==> config.mk <==
export PLATFORM = sky130hd
export DESIGN_NAME = cmd_scheduler
export DESIGN_NICKNAME = d
export VERILOG_FILES = /design/src/rtl/cmd_scheduler.sv
export SDC_FILE = /design/constraint.sdc
export NUM_CORES = 1
export LEC_CHECK = 0
export ABC_AREA = 1
export ABC_CLOCK_PERIOD_IN_PS = 2000
export BUFFER_PORTS_ARGS = -buffer_cell sky130_fd_sc_hd__buf_4
export CAP_MARGIN = 20
export CORE_MARGIN = 1.5
export CORE_UTILIZATION = 45
export DETAILED_ROUTE_END_ITERATION = 16
export GPL_TIMING_DRIVEN = 0
export PLACE_DENSITY_LB_ADDON = 0.08
export REMOVE_ABC_BUFFERS = 1
export SETUP_SLACK_MARGIN = 0.3
export SYNTH_ARGS = -nofsm -noshare
export SYNTH_HDL_FRONTEND = slang
export SYNTH_SLANG_ARGS = --single-unit
==> constraint.sdc <==
create_clock -name clk -period 2 [get_ports clk]
set_input_delay 0.4 -clock clk [delete_from_list [all_inputs] [get_ports clk]]
set_output_delay 0.4 -clock clk [all_outputs]
set_load 0.05 [all_outputs]
==> src/rtl/cmd_scheduler.sv <==
// Shares one CPU command port between two requesters. Each requester has its own FIFO, and an arbiter
// loads one head entry into a held output register that stays stable for a whole FETCH/DECODE/EXEC slot.
module cmd_scheduler #(
  parameter int unsigned      CMD_W    = 7,
  parameter int unsigned      DEPTH    = 2,
  parameter int unsigned      HOLD_CYC = 2,
  parameter logic [CMD_W-1:0] NOP_CMD  = 7'b0000100,
  parameter int unsigned      CNT_W    = 8
) (
  input  logic             clk,
  input  logic             rst_n,
  input  logic [CMD_W-1:0] req0_cmd,
  input  logic             req0_valid,
  output logic             req0_ready,
  input  logic [CMD_W-1:0] req1_cmd,
  input  logic             req1_valid,
  output logic             req1_ready,
  input  logic             pri_fixed,
  input  logic             fetch_en,
  input  logic             invalid_data,
  input  logic             err_clr,
  output logic [CMD_W-1:0] cmd_out,
  output logic             cmd_real,
  output logic             grant_id,
  output logic             err0,
  output logic             err1,
  output logic             seq_err,
  output logic [CNT_W-1:0] retire_cnt
);

  localparam int unsigned PTR_W = (DEPTH > 1) ? $clog2(DEPTH) : 1;
  localparam int unsigned FC_W  = PTR_W + 1;
  localparam int unsigned HC_W  = $clog2(HOLD_CYC + 1);
  localparam logic [FC_W-1:0] FULL_CNT  = FC_W'(DEPTH);
  localparam logic [HC_W-1:0] HOLD_LAST = HC_W'(HOLD_CYC - 1);

  typedef enum logic {ST_SLOT = 1'b0, ST_HOLD = 1'b1} state_e;

  logic [1:0][DEPTH-1:0][CMD_W-1:0] mem_q, mem_d;
  logic [1:0][PTR_W-1:0]            wr_ptr_q, wr_ptr_d, rd_ptr_q, rd_ptr_d;
  logic [1:0][FC_W-1:0]             fcnt_q, fcnt_d;
  logic [1:0][CMD_W-1:0]            req_cmd_s, head_s;
  logic [1:0]                       req_valid_s, full_s, push_s, pop_s, avail_s;
  logic                             retire_s, sel_s, do_sel_s, seq_set_s;
  logic [1:0]                       err_set_s;

  state_e           state_q, state_d;
  logic [HC_W-1:0]  hold_cnt_q, hold_cnt_d;
  logic [CMD_W-1:0] cmd_out_q, cmd_out_d;
  logic             cmd_real_q, cmd_real_d;
  logic             grant_id_q, grant_id_d;
  logic             last_grant_q, last_grant_d;
  logic [1:0]       err_q, err_d;
  logic             seq_err_q, seq_err_d;
  logic [CNT_W-1:0] retire_cnt_q, retire_cnt_d;

  // Requester inputs, FIFO occupancy flags and accepted pushes.
  always_comb begin
    req_cmd_s   = {req1_cmd, req0_cmd};
    req_valid_s = {req1_valid, req0_valid};
    for (int i = 0; i < 2; i++) begin
      full_s[i] = (fcnt_q[i] == FULL_CNT);
      push_s[i] = req_valid_s[i] && !full_s[i];
    end
  end

  // Retire pops the owner's head; arbitration sees the heads left after that pop but before this edge's pushes.
  always_comb begin
    retire_s = (state_q == ST_HOLD) && !fetch_en && (hold_cnt_q == HOLD_LAST) && cmd_real_q;
    pop_s    = {retire_s && grant_id_q, retire_s && !grant_id_q};
    for (int i = 0; i < 2; i++) begin
      avail_s[i] = pop_s[i] ? (fcnt_q[i] > FC_W'(1)) : (fcnt_q[i] != '0);
      head_s[i]  = mem_q[i][rd_ptr_q[i] + PTR_W'(pop_s[i])];
    end
    if (avail_s == 2'b11) begin
      sel_s = pri_fixed ? 1'b0 : ~last_grant_q;
    end else begin
      sel_s = avail_s[1];
    end
  end

  // FIFO next-state: a full FIFO drops the push even when the same edge pops.
  always_comb begin
    mem_d    = mem_q;
    wr_ptr_d = wr_ptr_q;
    rd_ptr_d = rd_ptr_q;
    fcnt_d   = fcnt_q;
    for (int i = 0; i < 2; i++) begin
      if (push_s[i]) begin
        mem_d[i][wr_ptr_q[i]] = req_cmd_s[i];
        wr_ptr_d[i]           = wr_ptr_q[i] + PTR_W'(1'b1);
      end else begin
        wr_ptr_d[i] = wr_ptr_q[i];
      end
      rd_ptr_d[i] = rd_ptr_q[i] + PTR_W'(pop_s[i]);
      fcnt_d[i]   = fcnt_q[i] + FC_W'(push_s[i]) - FC_W'(pop_s[i]);
    end
  end

  // Slot sequencing, output load, error attribution and retire counting.
  always_comb begin
    state_d      = state_q;
    hold_cnt_d   = hold_cnt_q;
    cmd_out_d    = cmd_out_q;
    cmd_real_d   = cmd_real_q;
    grant_id_d   = grant_id_q;
    last_grant_d = last_grant_q;
    retire_cnt_d = retire_cnt_q + CNT_W'(retire_s);
    do_sel_s     = 1'b0;
    seq_set_s    = 1'b0;
    err_set_s    = 2'b00;
    case (state_q)
      ST_SLOT: begin
        if (fetch_en) begin
          state_d    = ST_HOLD;
          hold_cnt_d = '0;
        end else if (!cmd_real_q && (avail_s != 2'b00)) begin
          do_sel_s = 1'b1;
        end else begin
          do_sel_s = 1'b0;
        end
      end
      ST_HOLD: begin
        if (cmd_real_q && invalid_data) begin
          err_set_s[grant_id_q] = 1'b1;
        end else begin
          err_set_s = 2'b00;
        end
        if (fetch_en) begin
          seq_set_s  = 1'b1;
          hold_cnt_d = '0;
        end else if (hold_cnt_q == HOLD_LAST) begin
          state_d  = ST_SLOT;
          do_sel_s = 1'b1;
        end else begin
          hold_cnt_d = hold_cnt_q + HC_W'(1'b1);
        end
      end
      default: begin
        state_d    = ST_SLOT;
        hold_cnt_d = '0;
      end
    endcase
    if (do_sel_s && (avail_s != 2'b00)) begin
      cmd_out_d    = head_s[sel_s];
      cmd_real_d   = 1'b1;
      grant_id_d   = sel_s;
      last_grant_d = sel_s;
    end else if (do_sel_s) begin
      cmd_out_d  = NOP_CMD;
      cmd_real_d = 1'b0;
    end else begin
      cmd_out_d = cmd_out_q;
    end
    // A set in the same cycle as err_clr wins.
    err_d     = err_set_s | (err_q & {2{~err_clr}});
    seq_err_d = seq_set_s | (seq_err_q & ~err_clr);
  end

  // State registers; reset discards queued and held commands.
  always_ff @(posedge clk or negedge rst_n) begin
    if (!rst_n) begin
      mem_q        <= '0;
      wr_ptr_q     <= '0;
      rd_ptr_q     <= '0;
      fcnt_q       <= '0;
      state_q      <= ST_SLOT;
      hold_cnt_q   <= '0;
      cmd_out_q    <= NOP_CMD;
      cmd_real_q   <= 1'b0;
      grant_id_q   <= 1'b0;
      last_grant_q <= 1'b1;
      err_q        <= 2'b00;
      seq_err_q    <= 1'b0;
      retire_cnt_q <= '0;
    end else begin
      mem_q        <= mem_d;
      wr_ptr_q     <= wr_ptr_d;
      rd_ptr_q     <= rd_ptr_d;
      fcnt_q       <= fcnt_d;
      state_q      <= state_d;
      hold_cnt_q   <= hold_cnt_d;
      cmd_out_q    <= cmd_out_d;
      cmd_real_q   <= cmd_real_d;
      grant_id_q   <= grant_id_d;
      last_grant_q <= last_grant_d;
      err_q        <= err_d;
      seq_err_q    <= seq_err_d;
      retire_cnt_q <= retire_cnt_d;
    end
  end

  assign req0_ready = ~full_s[0];
  assign req1_ready = ~full_s[1];
  assign cmd_out    = cmd_out_q;
  assign cmd_real   = cmd_real_q;
  assign grant_id   = grant_id_q;
  assign err0       = err_q[0];
  assign err1       = err_q[1];
  assign seq_err    = seq_err_q;
  assign retire_cnt = retire_cnt_q;

endmodule

* Word-level counts from Yosys, hierarchy flattened
Index checks and enable logic that the tools add are counted. W data, S select, Z words.
Storage, ports and cells: bits in registers 60, input bits 22, logic and storage cells 116
Operators by class: add/subtract/negate cells 10, $lt $le $gt $ge 11, equality and inequality tests 6, mux-type cells 38, bitwise operators 9, reductions and logical operators 23
Operators by type and width (count):
- $mux W7 | 10
- $bwmux W14 | 2
- $mux W1 | 15
- $demux W7 S1 | 2
- $logic_and A1 B1 Y1 | 13
- $lt A1 B2 Y1 const B | 6
- $mux W2 | 5
- $add A8 B1 Y8 | 1
- $reduce_bool A2 Y1 | 4
- $eq A2 B2 Y1 const B | 3
- $logic_not A1 Y1 | 5
- $not A1 Y1 | 5
- $add A2 B1 Y2 | 2
- $gt A2 B1 Y1 const B | 2
- $pmux W1 S2 | 2
- $pmux W2 S2 | 1
- $sub A2 B1 Y2 | 2
- $ge A1 B1 Y1 const B | 3
- $ne A3 B3 Y1 const B | 1
- $add A1 B1 Y1 | 2
- $add A1 B1 Y1 const B | 2
- $add A2 B1 Y2 const B | 1
- $and A2 B2 Y2 | 1
- $eq A2 B1 Y1 const B | 1
- 6 further kinds | 6

* Longest topological paths before layout
word-level depth 13, depth in mapped cells 13

* Worst setup path after synthesis
Ideal clock, no wire load.
path type reg-to-reg, from register grant_id_q (netlist: grant_id), to register fcnt_q[1] (netlist name), setup time 129 ps, arrival time 1867 ps, required time 1871 ps, setup slack 4 ps, cell stages (with the launch flop) 9, buffers on the path 0, clock period less this slack 1996 ps, cell sequence dfrtp_1 inv_1 nand4_2 inv_1 ha_1 inv_1 ha_1 xnor2_1 xor2_1
RTL lines:
- from (decl) | RTL line 51 | logic grant_id_q, grant_id_d;
- from (signal assigned) | RTL line 185 | grant_id_q <= grant_id_d;
- to (signal assigned) | RTL line 180 | fcnt_q <= fcnt_d;
- to (decl) | RTL line 41 | logic [1:0][FC_W-1:0] fcnt_q, fcnt_d;

==> flow_metrics.env <==
export IMPL_pwr_density_cell_mw_per_mm2=1640
export IMPL_row_count=28
export IMPL_io_pins=44
export IMPL_grt_start_max_net_pins=61
export IMPL_p_sw_mw=2.76
export IMPL_final_cells=461
export IMPL_ys_seq_area_share_pct=53.4
export IMPL_r2r_cells=9
export IMPL_insertion_delay_ps=340
export IMPL_reg2reg_from="hold_cnt_q[0]"
export IMPL_antennaDiodeCount=0
export IMPL_startpoint_type="register"
export IMPL_crit_slowest_cell="dfrtp_1"
export IMPL_cp_depth=9
export IMPL_irDropWorstVdd_v=0.000813
export IMPL_gr_total_overflow=0
export IMPL_num_vias=2221
export IMPL_ys_types=34
export IMPL_maxCapViolations=0
export IMPL_multi_input_area_sq_mm=0.00135
export IMPL_start_util_pct=47.0
export IMPL_cp_cell_sequence="ha_4, buf_6, nand4_4, inv_2, ha_4, inv_4, ha_4, xnor2_2, xor2_1"
export IMPL_antenna_found_initial=0
export IMPL_crit_required_ps=2260
export IMPL_routed_wl_um=5880
export IMPL_ys_seq_elements=60
export IMPL_status="completed"
export IMPL_viasPerCell=4.82
export IMPL_crit_fanout=4
export IMPL_crit_start="hold_cnt_q[0]"
export IMPL_worstMarginPinSlew_ps=775
export IMPL_max_stage_delay_ps=410
export IMPL_cts_tree="yes"
export IMPL_portBuffers=43
export IMPL_clockBufferDepth=2
export IMPL_combPwrFrac_pct=48.3
export IMPL_syn_inst=317
export IMPL_detailed_place_hpwl_um=3770
export IMPL_synth_top_flop_cell="dfrtp_1"
export IMPL_critPathTopFamily="adder cells"
export IMPL_async_flop_share_pct=100
export IMPL_fp_dieH_um=82.1
export IMPL_final_net_count=410
export IMPL_placed_cells=429
export IMPL_critPathCapture="fcnt_q[3]"
export IMPL_drt_pass1_iterations=4
export IMPL_clk_pin_slew_worst_paths_ps=70
export IMPL_cp_num_buf_inv=3
export IMPL_cp_end_kind="register"
export IMPL_power_share_switching_pct=44.6
export IMPL_power_frac_clock_pct=17.0
export IMPL_die_x_um=82.1
export IMPL_gp_congestion=0.733
export IMPL_h_tree_depth=3
export IMPL_worstReg2RegEnd="fcnt_q[3]"
export IMPL_hold_class="input port to async pin"
export IMPL_setup_viol=0
export IMPL_final_antenna_net_count=0
export IMPL_mostFrequentLayoutCells="nand2_1, dfrtp_1, buf_4"
export IMPL_drt_iter0_drc=70
export IMPL_grt_pass1_vias=2105
export IMPL_area_growth_pct=33.7
export IMPL_pwr_share_seq_pct=34.7
export IMPL_grt_pass1_wl_um=9520
export IMPL_design_core_area_sq_mm=0.00599
export IMPL_crit_top_cell="ha_4"
export IMPL_fin_crit_sh_pct=87.0
export IMPL_fmax_ghz=0.575
export IMPL_hold_viol=0
export IMPL_netlist_area_sq_mm=0.00281
export IMPL_finalCriticalPeriod_ps=1740
export IMPL_final_common_cell="nand2_1"
export IMPL_synth_edff_count=0
export IMPL_synth_area_per_cell_sq_um=8.88
export IMPL_hold_buffers=0
export IMPL_nFillCells=520
export IMPL_wl_per_cell_um=12.7
export IMPL_rrSetupSlack_ps=260
export IMPL_whs_ps=117
export IMPL_setup_tns_ps=0
export IMPL_relSlewSlack_pct=48.3
export IMPL_worstSetupPathType="register to register"
export IMPL_p_leak_nw=1.94
export IMPL_fin_worst_skew_ps=7.71
export IMPL_cts_sinks=60
export IMPL_cts_buffers=9
export IMPL_slew_violations=0
export IMPL_p_int_mw=3.42
export IMPL_grt_util_all_layers_pct=19.1
export IMPL_die_area_sq_mm=0.00674
export IMPL_yosysWarnings=0
export IMPL_rsz0062_at_grt="true"
export IMPL_cts_root_buffer="clkbuf_8"
export IMPL_route_detailed_drc=0
export IMPL_crit_arrival_ps=2000
export IMPL_regArea_sq_mm=0.00151
export IMPL_drive_gt1_share_pct=33.9
-- sequential cells by signal (all words and copies together), names as in the netlist, 2 cells and up --
| name | cells |
|---|---|
| mem_q | 28 |
| err_q | 2 |
| fcnt_q | 4 |
| cmd_out | 7 |
| wr_ptr_q | 2 |
| rd_ptr_q | 2 |
| hold_cnt_q | 2 |
| retire_cnt | 8 |
-- worst min-delay path by stage --
| stage | endpoint | cells after the start | startpoint | slack [ps] |
|---|---|---|---|---|
| finish | retire_cnt[2] | 1 | rst_n | 120 |
| global route | retire_cnt[2] | 1 | rst_n | 190 |
| CTS | retire_cnt[2] | 1 | rst_n | 160 |
| detailed placement | last_grant_q | 2 | last_grant_q | 460 |
| global placement | mem_q[16] | 2 | mem_q[16] | 460 |
| floorplan | cmd_out[0] | 0 | rst_n | 100 |
-- final cells by class --
type                       instances  share of cell area, %
clock buffer                      11                   3.49
timing repair buffer              59                   12.4
tap                               75                   2.49
multi-input combinational        212                   35.8
inverter                          39                   4.36
sequential                        60                   40.0
clock inverter                     5                   1.40
-- power by group through the flow --
stage               combinational [mW]  clock, mW  sequential, mW
floorplan                         1.40          0            2.55
global placement                  2.51          0            2.10
detailed placement                2.54          0            2.12
CTS                               2.80       1.08            2.13
global route                      3.30       1.12            2.21
finish                            2.98       1.05            2.15
-- metal layers --
layer	track usage [%]	wire length, um	vias to the layer above
met1	24.1	2720	1039
met4	10.7	156	0
met5	0	0	-
li1	-	-	1130
met2	30.7	2770	38
met3	3.56	223	14
-- cells in the mapped netlist, types with 3 or more instances --
master,instances,share of area (%)
nand2_1,116,15
dfrtp_1,58,52
inv_1,35,4.7
o21ai_0,29,5.2
nand3_1,11,2.0
ha_1,7,3.1
xor2_1,6,1.9
nand2_2,4,0.89
nand3_2,4,1.4
xnor2_1,4,1.2
buf_2,3,0.53
nand2_4,3,1.2
nor2_1,3,0.40
or2_2,3,0.67
-- cell families (layout without fill, tap and decap cells) --
kind of cell             Yosys count  after routing  synth area share (%)
buffers and inverters             45            114                  6.58
AND/OR/NAND/NOR                  155            155                  25.7
AO/OA/AOI/OAI                     39             39                  7.65
XOR/XNOR                          10             10                  3.11
flip-flops                        60             60                  53.4
multiplexers                       1              1                 0.356
adder cells (fa/ha/maj)            7              7                  3.11
-- metrics by stage --
step	util (%)	setup WS (ps)	total power, mW	cell area [sq um]
floorplan	-	4.22	3.95	2780
global placement	53.4	-125	4.61	3200
detailed placement	53.4	-147	4.66	3200
CTS	60.7	258	6.01	3640
global route	62.8	182	6.64	3760
finish	62.8	261	6.18	3760
-- what timing repair did --
action / CTS / global route
setup buffers: 10 / 5
endpoints found under the setup margin: 18 / 23
pin swaps: 14 / 24
cloned: 0 / 1
hold endpoints to repair: 0 / 0
resized for setup: 33 / 23
No activity file was read; power rests on OpenSTA's default activity.
